===== src/rtl/pfd_counter_pkg.sv =====
// -----------------------------------------------------------------------------
// pfd_counter_pkg
// Shared definitions for the counter-based phase-frequency detector:
//   - FSM state encodings (legacy-compatible localparam constants)
//   - default lock-detector settings
// Sign convention used throughout: phase_err > 0 means the reference edge
// arrived before the feedback edge (ref leads fb, the NCO must speed up);
// phase_err < 0 means fb leads ref.
// -----------------------------------------------------------------------------
package pfd_counter_pkg;

    // Measurement FSM states
    localparam logic [1:0] IDLE      = 2'd0;  // waiting for the opening edge
    localparam logic [1:0] REF_FIRST = 2'd1;  // ref edge seen, counting until fb edge
    localparam logic [1:0] FB_FIRST  = 2'd2;  // fb edge seen, counting until ref edge

    // Lock-detector defaults
    localparam int LOCK_TOL_DEFAULT   = 4;    // max |phase_err| counted as in-lock
    localparam int LOCK_COUNT_DEFAULT = 16;   // consecutive in-lock strobes to lock

endpackage


===== src/rtl/pll_edge_sync.sv =====
// -----------------------------------------------------------------------------
// pll_edge_sync
// Brings an asynchronous clock-like input into the clk domain and produces a
// one-cycle pulse on each synchronized 0->1 transition. The pulse is
// registered, so total latency from input edge to pulse is SYNC_STAGES+1
// cycles. Runs independently of any enable so that re-enabling the detector
// never sees a stale transition.
// Ports:
//   clk      in  1  sampling clock
//   rst_n    in  1  asynchronous active-low reset (chain cleared to 0)
//   async_i  in  1  asynchronous input
//   rise_o   out 1  one-cycle pulse per synchronized rising edge
// -----------------------------------------------------------------------------
module pll_edge_sync #(
    parameter int SYNC_STAGES = 2
) (
    input  logic clk,
    input  logic rst_n,
    input  logic async_i,
    output logic rise_o
);

    logic [SYNC_STAGES-1:0] sync_q;
    logic                   prev_q;
    logic                   rise_q;

    // NOTE: sequential state uses non-blocking (<=) assignments so every flop
    // samples the pre-edge value of its neighbour; blocking here would collapse
    // the synchronizer chain into a single stage.
    always_ff @(posedge clk or negedge rst_n) begin
        if (!rst_n) begin
            sync_q <= '0;
            prev_q <= 1'b0;
            rise_q <= 1'b0;
        end else begin
            sync_q <= {sync_q[SYNC_STAGES-2:0], async_i};
            prev_q <= sync_q[SYNC_STAGES-1];
            rise_q <= sync_q[SYNC_STAGES-1] & ~prev_q;
        end
    end

    assign rise_o = rise_q;

endmodule


===== src/rtl/pfd_counter.sv =====
// -----------------------------------------------------------------------------
// pfd_counter
// Counter-based digital phase-frequency detector. Measures the rising-edge
// offset between the reference clock and the NCO feedback in sys_clk cycles
// and reports it as a signed phase error with a lock indication.
// Ports:
//   sys_clk    in  1            system clock, all logic on rising edge
//   rst_n      in  1            asynchronous active-low reset
//   enable     in  1            detector enable
//   ref_in     in  1            reference clock (asynchronous)
//   fb_in      in  1            feedback clock from the NCO (asynchronous)
//   phase_err  out CNT_WIDTH+1  signed error, +ve = ref leads fb
//   err_valid  out 1            one-cycle strobe: new phase_err/err_sat
//   err_sat    out 1            phase_err magnitude clipped at MAX (or slip)
//   locked     out 1            lock detector output
// -----------------------------------------------------------------------------
module pfd_counter
    import pfd_counter_pkg::*;
#(
    parameter int CNT_WIDTH   = 16,
    parameter int SYNC_STAGES = 2,
    parameter int LOCK_TOL    = LOCK_TOL_DEFAULT,
    parameter int LOCK_COUNT  = LOCK_COUNT_DEFAULT
) (
    input  logic                        sys_clk,
    input  logic                        rst_n,
    input  logic                        enable,
    input  logic                        ref_in,
    input  logic                        fb_in,
    output logic signed [CNT_WIDTH:0]   phase_err,
    output logic                        err_valid,
    output logic                        err_sat,
    output logic                        locked
);

    localparam int                    LCW          = $clog2(LOCK_COUNT + 1);
    localparam logic [CNT_WIDTH-1:0]  CNT_MAX      = '1;
    localparam logic [CNT_WIDTH-1:0]  CNT_ONE      = CNT_WIDTH'(1);
    localparam logic [CNT_WIDTH-1:0]  TOL          = CNT_WIDTH'(LOCK_TOL);
    localparam logic [LCW-1:0]        LOCK_CNT_MAX = LCW'(LOCK_COUNT);

    // Edge detection: identical latency on both paths keeps relative timing.
    logic ref_rise;
    logic fb_rise;

    pll_edge_sync #(.SYNC_STAGES(SYNC_STAGES)) u_ref_sync (
        .clk     (sys_clk),
        .rst_n   (rst_n),
        .async_i (ref_in),
        .rise_o  (ref_rise)
    );

    pll_edge_sync #(.SYNC_STAGES(SYNC_STAGES)) u_fb_sync (
        .clk     (sys_clk),
        .rst_n   (rst_n),
        .async_i (fb_in),
        .rise_o  (fb_rise)
    );

    // State and output registers
    logic [1:0]                state_q,     state_d;
    logic [CNT_WIDTH-1:0]      cnt_q,       cnt_d;
    logic signed [CNT_WIDTH:0] phase_err_q, phase_err_d;
    logic                      err_sat_q,   err_sat_d;
    logic                      err_valid_q, err_valid_d;
    logic [LCW-1:0]            lock_cnt_q,  lock_cnt_d;
    logic                      locked_q,    locked_d;

    // Measurement emitted this cycle (magnitude + sign)
    logic                      emit;
    logic [CNT_WIDTH-1:0]      emit_mag;
    logic                      emit_neg;
    logic [CNT_WIDTH-1:0]      cnt_inc;
    logic                      in_tol;

    // NOTE: every variable assigned in this block gets a default first, so no
    // path leaves one unassigned and no latch is inferred.
    always_comb begin
        state_d  = state_q;
        cnt_d    = cnt_q;
        emit     = 1'b0;
        emit_mag = '0;
        emit_neg = 1'b0;
        cnt_inc  = (cnt_q == CNT_MAX) ? cnt_q : cnt_q + 1'b1;

        if (!enable) begin
            // Any partial measurement is discarded.
            state_d = IDLE;
            cnt_d   = '0;
        end else begin
            case (state_q)
                IDLE: begin
                    if (ref_rise && fb_rise) begin
                        emit = 1'b1;  // coincident edges: zero error
                    end else if (ref_rise) begin
                        state_d = REF_FIRST;
                        cnt_d   = CNT_ONE;
                    end else if (fb_rise) begin
                        state_d = FB_FIRST;
                        cnt_d   = CNT_ONE;
                    end
                end
                REF_FIRST: begin
                    if (fb_rise) begin
                        emit     = 1'b1;
                        emit_mag = cnt_q;
                        // A coincident ref edge opens the next measurement.
                        state_d  = ref_rise ? REF_FIRST : IDLE;
                        cnt_d    = ref_rise ? CNT_ONE : '0;
                    end else if (ref_rise) begin
                        // Cycle slip: fb missed a whole ref period.
                        emit     = 1'b1;
                        emit_mag = CNT_MAX;
                        cnt_d    = CNT_ONE;
                    end else begin
                        cnt_d    = cnt_inc;
                    end
                end
                FB_FIRST: begin
                    if (ref_rise) begin
                        emit     = 1'b1;
                        emit_neg = 1'b1;
                        emit_mag = cnt_q;
                        state_d  = fb_rise ? FB_FIRST : IDLE;
                        cnt_d    = fb_rise ? CNT_ONE : '0;
                    end else if (fb_rise) begin
                        emit     = 1'b1;
                        emit_neg = 1'b1;
                        emit_mag = CNT_MAX;
                        cnt_d    = CNT_ONE;
                    end else begin
                        cnt_d    = cnt_inc;
                    end
                end
                default: begin
                    state_d = IDLE;
                    cnt_d   = '0;
                end
            endcase
        end
    end

    // Output and lock-detector next state
    always_comb begin
        phase_err_d = phase_err_q;
        err_sat_d   = err_sat_q;
        err_valid_d = emit;
        lock_cnt_d  = lock_cnt_q;
        locked_d    = locked_q;
        in_tol      = (emit_mag <= TOL) && (emit_mag != CNT_MAX);

        if (emit) begin
            phase_err_d = emit_neg ? -$signed({1'b0, emit_mag}) : $signed({1'b0, emit_mag});
            err_sat_d   = (emit_mag == CNT_MAX);
        end

        if (!enable) begin
            lock_cnt_d = '0;
            locked_d   = 1'b0;
        end else if (emit) begin
            if (in_tol) begin
                lock_cnt_d = (lock_cnt_q == LOCK_CNT_MAX) ? lock_cnt_q : lock_cnt_q + 1'b1;
                locked_d   = (lock_cnt_d == LOCK_CNT_MAX);
            end else begin
                // A bad measurement drops lock in the same cycle as its strobe.
                lock_cnt_d = '0;
                locked_d   = 1'b0;
            end
        end
    end

    always_ff @(posedge sys_clk or negedge rst_n) begin
        if (!rst_n) begin
            state_q     <= IDLE;
            cnt_q       <= '0;
            phase_err_q <= '0;
            err_sat_q   <= 1'b0;
            err_valid_q <= 1'b0;
            lock_cnt_q  <= '0;
            locked_q    <= 1'b0;
        end else begin
            state_q     <= state_d;
            cnt_q       <= cnt_d;
            phase_err_q <= phase_err_d;
            err_sat_q   <= err_sat_d;
            err_valid_q <= err_valid_d;
            lock_cnt_q  <= lock_cnt_d;
            locked_q    <= locked_d;
        end
    end

    assign phase_err = phase_err_q;
    assign err_valid = err_valid_q;
    assign err_sat   = err_sat_q;
    assign locked    = locked_q;

endmodule


===== config.mk =====
export PLATFORM = sky130hd
export DESIGN_NAME = pfd_counter
export DESIGN_NICKNAME = d
export VERILOG_FILES = /design/src/rtl/pfd_counter_pkg.sv /design/src/rtl/pll_edge_sync.sv /design/src/rtl/pfd_counter.sv
export SDC_FILE = /design/constraint.sdc
export NUM_CORES = 1
export LEC_CHECK = 0
export BUFFER_PORTS_ARGS = -buffer_cell sky130_fd_sc_hd__buf_2
export CAP_MARGIN = 20
export CORE_ASPECT_RATIO = 0.8
export CORE_MARGIN = 3
export CORE_UTILIZATION = 30
export CTS_BUF_LIST = sky130_fd_sc_hd__clkbuf_4 sky130_fd_sc_hd__clkbuf_8
export DETAILED_ROUTE_END_ITERATION = 10
export SYNTH_ARGS = -nofsm -noshare
export SYNTH_HDL_FRONTEND = slang
export SYNTH_HIERARCHICAL = 1
export SYNTH_SLANG_ARGS = --single-unit

===== constraint.sdc =====
create_clock -name sys_clk -period 3.6 [get_ports sys_clk]
set_input_delay 0.72 -clock sys_clk [delete_from_list [all_inputs] [get_ports sys_clk]]
set_output_delay 0.72 -clock sys_clk [all_outputs]
set_load 0.1 [all_outputs]

# ---- Yosys cells after proc, flatten, opt, wreduce, memory -nomap -nowiden
# Index checks and enable logic that the tools add are counted.
dict set report op_classes {
  add_sub_neg 3
  reduce_logical 5
  n_eq_ne 12
  order_cmp 1
  bitwise_logic 4
  muxes 44
}
# operator n
set ops {}
lappend ops {{2-to-1 mux 16 bit} 14}
lappend ops {{one-hot mux 16 bit (3 select lines)} 1}
lappend ops {{equality test 16 bit (second input constant)} 2}
lappend ops {{one-hot mux 16 bit (2 select lines)} 1}
lappend ops {{2-to-1 mux 5 bit} 4}
lappend ops {{2-to-1 mux 17 bit} 1}
lappend ops {{negation 16 -> 17 bit} 1}
lappend ops {{adder 16 x 1 -> 16 bit (second input constant)} 1}
lappend ops {{less-or-equal comparator 16 x 3 -> 1 bit (second input constant)} 1}
lappend ops {{inequality test 16 bit (second input constant)} 1}
lappend ops {{2-to-1 mux 1 bit} 14}
lappend ops {{2-to-1 mux 2 bit} 7}
lappend ops {{equality test 5 bit (second input constant)} 2}
lappend ops {{inequality test 3 x 2 -> 1 bit (second input constant)} 2}
lappend ops {{one-hot mux 2 bit (3 select lines)} 1}
lappend ops {{adder 5 x 1 -> 5 bit (second input constant)} 1}
lappend ops {{inequality test 4 x 2 -> 1 bit (second input constant)} 1}
lappend ops {{AND reduction 4 bit} 1}
lappend ops {{inequality test 3 bit (second input constant)} 1}
lappend ops {{one-hot mux 1 bit (3 select lines)} 1}
lappend ops {{AND 1 bit} 2}
lappend ops {{equality test 2 x 1 -> 1 bit (second input constant)} 1}
lappend ops {{equality test 2 bit (second input constant)} 1}
lappend ops {{logical AND 1 bit} 2}
lappend ops {{other kinds (4)} 5}
dict set report word_totals {
  ff_bits 51
  out_inout_bits 20
}

# ---- Longest topological paths before layout
dict set report depth {
  ltp_word 9
  ltp_mapped 15
  ltp_nobuf 13
}

# ---- Hierarchy
# The synthesis kept the hierarchy.
# mod area_per_inst_um2 instances cells_per_inst
set by_module_without_submodules {}
lappend by_module_without_submodules {pfd_counter 3156.8 1 403}
lappend by_module_without_submodules {pll_edge_sync 113.9 2 5}

# ---- Worst setup path after synthesis
# Ideal clock, no wire load.
dict set report synth_timing {
  path_type {flip-flop to flip-flop}
  from {reg state_q[0]}
  to {reg phase_err_q[10], in the netlist phase_err[10]}
  setup_time_ps 126
  t_arrival_ps 2407
  stages_incl_launch_ff 14
  t_required_ps 3474
  slack_ps 1067
  path_cell_list {dfrtp_1 inv_1 ha_1 clkbuf_1 and2b_2 a21oi_1 o22ai_1 and2_1 inv_1 ha_1 clkbuf_8 a21oi_1 nor3b_1 o32a_1}
}
dict set report synth_between {
  elab_chain_cells 5
}
# element line_no
set synth_lines {}
lappend synth_lines {{from (decl)} pfd_counter.sv:61} ;# logic [1:0] state_q, state_d;
lappend synth_lines {{from (signal assigned)} pfd_counter.sv:182} ;# state_q <= state_d;
lappend synth_lines {{equality test 2 bit or equality test 2 x 1 -> 1 bit (tied branches)} pfd_counter.sv:91} ;# case (state_q)
lappend synth_lines {{one-hot mux 16 bit (2 select lines)} pfd_counter.sv:91}
lappend synth_lines {{2-to-1 mux 16 bit} pfd_counter.sv:86} ;# if (!enable) begin
lappend synth_lines {{negation 16 -> 17 bit} pfd_counter.sv:153} ;# phase_err_d = emit_neg ? -$signed({1'b0, emit_mag}) : $signed({1'b0, emit_mag});
lappend synth_lines {{2-to-1 mux 17 bit} pfd_counter.sv:153}
lappend synth_lines {{to (signal assigned)} pfd_counter.sv:184} ;# phase_err_q <= phase_err_d;
lappend synth_lines {{to (decl)} pfd_counter.sv:63} ;# logic signed [CNT_WIDTH:0] phase_err_q, phase_err_d;
# Several ways; a longest one is shown, not always the timed one.
# A chain may end at the register's enable or synchronous reset.

# ---- Worst setup path after layout
dict set report layout_timing {
  from {reg state_q[0]}
  to {reg lock_cnt_q[0]}
}
dict set report layout_between {
  elab_chain_cells 8
}
# element line_no
set layout_lines {}
lappend layout_lines {{equality test 2 bit or equality test 2 x 1 -> 1 bit (tied branches)} pfd_counter.sv:91}
lappend layout_lines {{one-hot mux 16 bit (2 select lines)} pfd_counter.sv:91}
lappend layout_lines {{2-to-1 mux 16 bit} pfd_counter.sv:86}
lappend layout_lines {{less-or-equal comparator 16 x 3 -> 1 bit or inequality test 16 bit (tied branches)} pfd_counter.sv:150} ;# in_tol = (emit_mag <= TOL) && (emit_mag != CNT_MAX);
lappend layout_lines {{logical AND 1 bit} pfd_counter.sv:150}
lappend layout_lines {{2-to-1 mux 5 bit} pfd_counter.sv:161} ;# if (in_tol) begin
lappend layout_lines {{2-to-1 mux 5 bit} pfd_counter.sv:160} ;# end else if (emit) begin
lappend layout_lines {{2-to-1 mux 5 bit} pfd_counter.sv:157} ;# if (!enable) begin
lappend layout_lines {{to (signal assigned)} pfd_counter.sv:187} ;# lock_cnt_q <= lock_cnt_d;
lappend layout_lines {{to (decl)} pfd_counter.sv:66} ;# logic [LCW-1:0] lock_cnt_q, lock_cnt_d;
# Several ways; a longest one is shown, not always the timed one. The select of a mux whose other input is x is not followed.

==> out/results.ini <==
[outcome]
status = finished, final reports clean

[floorplanning]
fp.coreArea_um2 = 10900
design.die.area_um2 = 12600
io_pins = 25
floorplan.die.width_um = 125
placement_rows = 34
dieHeight_um = 101
floorplan.initialDensity = 0.310

[timing]
post_route_fraction_of_the_period_consumed_by_the_critical_path = 0.825
fmax_mhz = 337
timing_hold_violations_final = 0
worstMarginPinSlew_ps = 672
timing.final.setup_violations = 0
totalNegativeSetupSlack_ps = 0
timing.clock.skew_ps = 10.3
post-route-min-period_ps = 2970
rsz0062_at_grt = no
final_count_of_pins_violating_max_slew = 0
max_slew_margin = 0.552

[cts]
holdBufCountCts = 0
tritoncts_num_sinks = 51
worst_setup_hold_path_clk_slew_ps = 90
cts_setup_buffers = 0
worstSkewPairLatency_ps = 310
tritoncts = built
number_of_buffers_inserted_during_clock_tree_synthesis = 5
cts_root_buf = sky130_fd_sc_hd__clkbuf_8
post_cts_resized = 0
htree_num_levels = 2
clockBufferDepth = 2

[layout]
area_growth_pct = 7.50
post-route-util = 0.333
post_route_cells_drive_above_1_share = 0.126
number_of_diodes = 0
stdcell_count = 564
post-route-cell-area_um2 = 3640
number_of_nets_in_the_finished_design = 435

[critical_path]
worstSetupEndpointType = flop
crit_path_max_incr_delay_ps = 540
reg2reg_depth = 13
critical_path_arrival_ps = 3170
timing.critical_path.from_type = flop
timing.critical_path.required_ps = 3800
cell_breakdown_of_the_critical_path = inv_1 -> ha_1 -> and2b_2 -> a21oi_1 -> o22ai_1 -> and2_1 -> inv_1 -> ha_1 -> nor2_1 -> o32a_4 -> nor2_1 -> o21ai_1 -> o21ai_0
timing.critical_path.fanout_max = 19
reg2reg_from = state_q[0]
critical_path.slowest_cell = sky130_fd_sc_hd__ha_1
worstSetupPathType = reg2reg
reg2reg_to = lock_cnt_q[0]
worstPathBufferInverterCount = 2
worstSetupStartpoint = state_q[0]
timing.reg2reg.setup_slack_ps = 630
critical-path-top-delay-family = adder cells

[synth]
average_instance_area_after_synthesis_um2 = 8.19
yosysTopAreaCell = sky130_fd_sc_hd__dfrtp_1
post_synth_and_or_nand_nor_area_fraction = 0.248
synth.area.mux_share = 0.00665
postSynthCellCount = 413
mappedNetlistArea_um2 = 3380
netlist_top_cells_area = sky130_fd_sc_hd__dfrtp_1 (38%), sky130_fd_sc_hd__nand2_1 (7.0%), sky130_fd_sc_hd__o21ai_0 (6.5%)
synth_top_flop_cell = sky130_fd_sc_hd__dfrtp_1
adder_and_majority_gate_portion_of_the_synthesized_area = 0.0333
synth.yosys.warnings = 6
synth_top_family_by_area = simple AND/OR/NAND/NOR gates
synth_edf_count = 0
synth_fp_nets = 427
distinct_cell_type_count_after_synthesis = 64
post_synth_xor_area_fraction = 0.0259
synth_compound_area_frac = 0.248
synthArstFlopShare = 1.00
synth.yosys.seq_area_share = 0.377
ys_seq_elements = 51
synth_largest_type_area_fraction = 0.377

[route]
avgViaCountPerCell = 5.50
detail_route.wirelength_um = 8440
initialDrtViolationCount = 379
detailroute.via_count = 3101
drc_errors = 0
drt-pass1-iter-count = 4
routed_wire_length_per_instance_um = 15.0
antenna_violation_net_count_after_detailed_routing = 0

[power]
power.static_leakage_uw = 0.00154
max-vdd-ir-drop_uv = 138
power_frac_clock = 0.196
sw_frac_of_total = 0.446
power_density_nw_per_um2 = 456
seq_power_share = 0.408
cellInternalPower_uw = 919
power.switching_uw = 740
comb_power_share = 0.397

[worst_hold_path]
worst_hold_path.endpoint = u_ref_sync/sync_q[1]
min_path_type = reg2reg
holdCritStartpoint = u_ref_sync/sync_q[0]
holdPathStages = 0

[placement]
replace_congestion = 0.929
cell_count_post_placement = 558
post_dp_cell_area_um2 = 3560
hpwl_um = 6220
placement.io_buffers = 24

[global_routing]
grt_remaining_overflow = 0
grt_pass1_vias = 2822
global_route_wire_length_before_repair_um = 14400
grt_max_degree = 34
gr-usage-all-layers = 0.138
antenna_found_initial = 0

[flow_run]
drv.max_cap_violation_count = 0

[kinds of logic after synthesis]
logic type	after synthesis
simple gates	166
buf+inv	40
compound gates	135
xor+xnor	10
fa+ha+maj	9
flops	51
mux	2
[layout make-up]
class	instances	area, um2
Timing Repair Buffer	28	150
Tap cell	144	180
Sequential cell	51	1280
Fill cell	1149	7290
Multi-Input combinational cell	322	1900
Clock buffer	6	76.3
Inverter	13	53.8
[registers in the layout, indices dropped and copies added, names as in the netlist]
register and count:
cnt_q 16, err_sat 1, err_valid 1, lock_cnt_q 5
locked 1, phase_err 17, state_q 2, u_fb_sync/prev_q 1
u_fb_sync/rise_o 1, u_fb_sync/sync_q 2, u_ref_sync/prev_q 1, u_ref_sync/rise_o 1
u_ref_sync/sync_q 2
[worst reg2reg max path, delay by kind of cell, from the launching register on]
family	cells	cell delay (ps)
buffers and inverters	2	170
AND/OR/NAND/NOR	4	730
adder cells (fa/ha/maj)	2	830
AO/OA/AOI/OAI	5	740
flip-flops	1	400
[metrics by stage]
stage               setup slack (ps)  hold WS [ps]  power [uW]
detailed placement               666           346        1340
global placement                 738           335        1330
finish                           631           364        1660
floorplan                       1070           331        1210
global route                     289           373        1750
CTS                              650           366        1670
[per-layer routing]
metal,up-vias,share of wire,GRT usage,wire [um]
met5,-,0,0,0
met4,0,0.0097,0.0253,82
met3,12,0.067,0.0307,563
met2,113,0.40,0.196,3410
met1,1476,0.52,0.212,4390
li1,1500,-,-,-
[worst max-delay path by stage]
stage | end | slack [ps] | cells past startpoint
after global placement | phase_err[10] | 740 | 11
final | lock_cnt_q[0] | 630 | 13
after detailed placement | lock_cnt_q[0] | 670 | 13
after floorplan | phase_err[10] | 1070 | 13
after global routing | phase_err[10] | 290 | 11
after CTS | lock_cnt_q[0] | 650 | 13
[power groups by stage]
| stage | combinational [uW] | clock [uW] | sequential, uW |
|---|---|---|---|
| after global placement | 649 | 0 | 683 |
| after detailed placement | 656 | 0 | 689 |
| after floorplan | 320 | 0 | 893 |
| final | 658 | 324 | 676 |
| after global routing | 710 | 358 | 684 |
| after CTS | 657 | 336 | 677 |
[layout by cell type, fill, tap and decap left out, types with 5 or more instances in the layout]
cell,n
sky130_fd_sc_hd__nand2_1,63
sky130_fd_sc_hd__dfrtp_1,51
sky130_fd_sc_hd__o21ai_0,44
sky130_fd_sc_hd__a21oi_1,38
sky130_fd_sc_hd__nor2_1,25
sky130_fd_sc_hd__buf_2,24
sky130_fd_sc_hd__nand3_1,17
sky130_fd_sc_hd__inv_1,12
sky130_fd_sc_hd__xnor2_1,9
sky130_fd_sc_hd__ha_1,9
sky130_fd_sc_hd__and3_1,8
sky130_fd_sc_hd__nand4_1,8
sky130_fd_sc_hd__a31oi_1,8
sky130_fd_sc_hd__nor3_1,7
sky130_fd_sc_hd__o31ai_1,7
sky130_fd_sc_hd__and2_1,6
sky130_fd_sc_hd__nand2b_1,6
sky130_fd_sc_hd__clkbuf_8,5
[cells in the mapped netlist, types with 9 or more instances]
cell type	n
sky130_fd_sc_hd__a21oi_1	38
sky130_fd_sc_hd__clkbuf_1	18
sky130_fd_sc_hd__dfrtp_1	51
sky130_fd_sc_hd__ha_1	9
sky130_fd_sc_hd__inv_1	12
sky130_fd_sc_hd__nand2_1	63
sky130_fd_sc_hd__nand3_1	17
sky130_fd_sc_hd__nor2_1	25
sky130_fd_sc_hd__o21ai_0	44
sky130_fd_sc_hd__xnor2_1	9
Note: power is estimated with default switching activity, not from simulation.
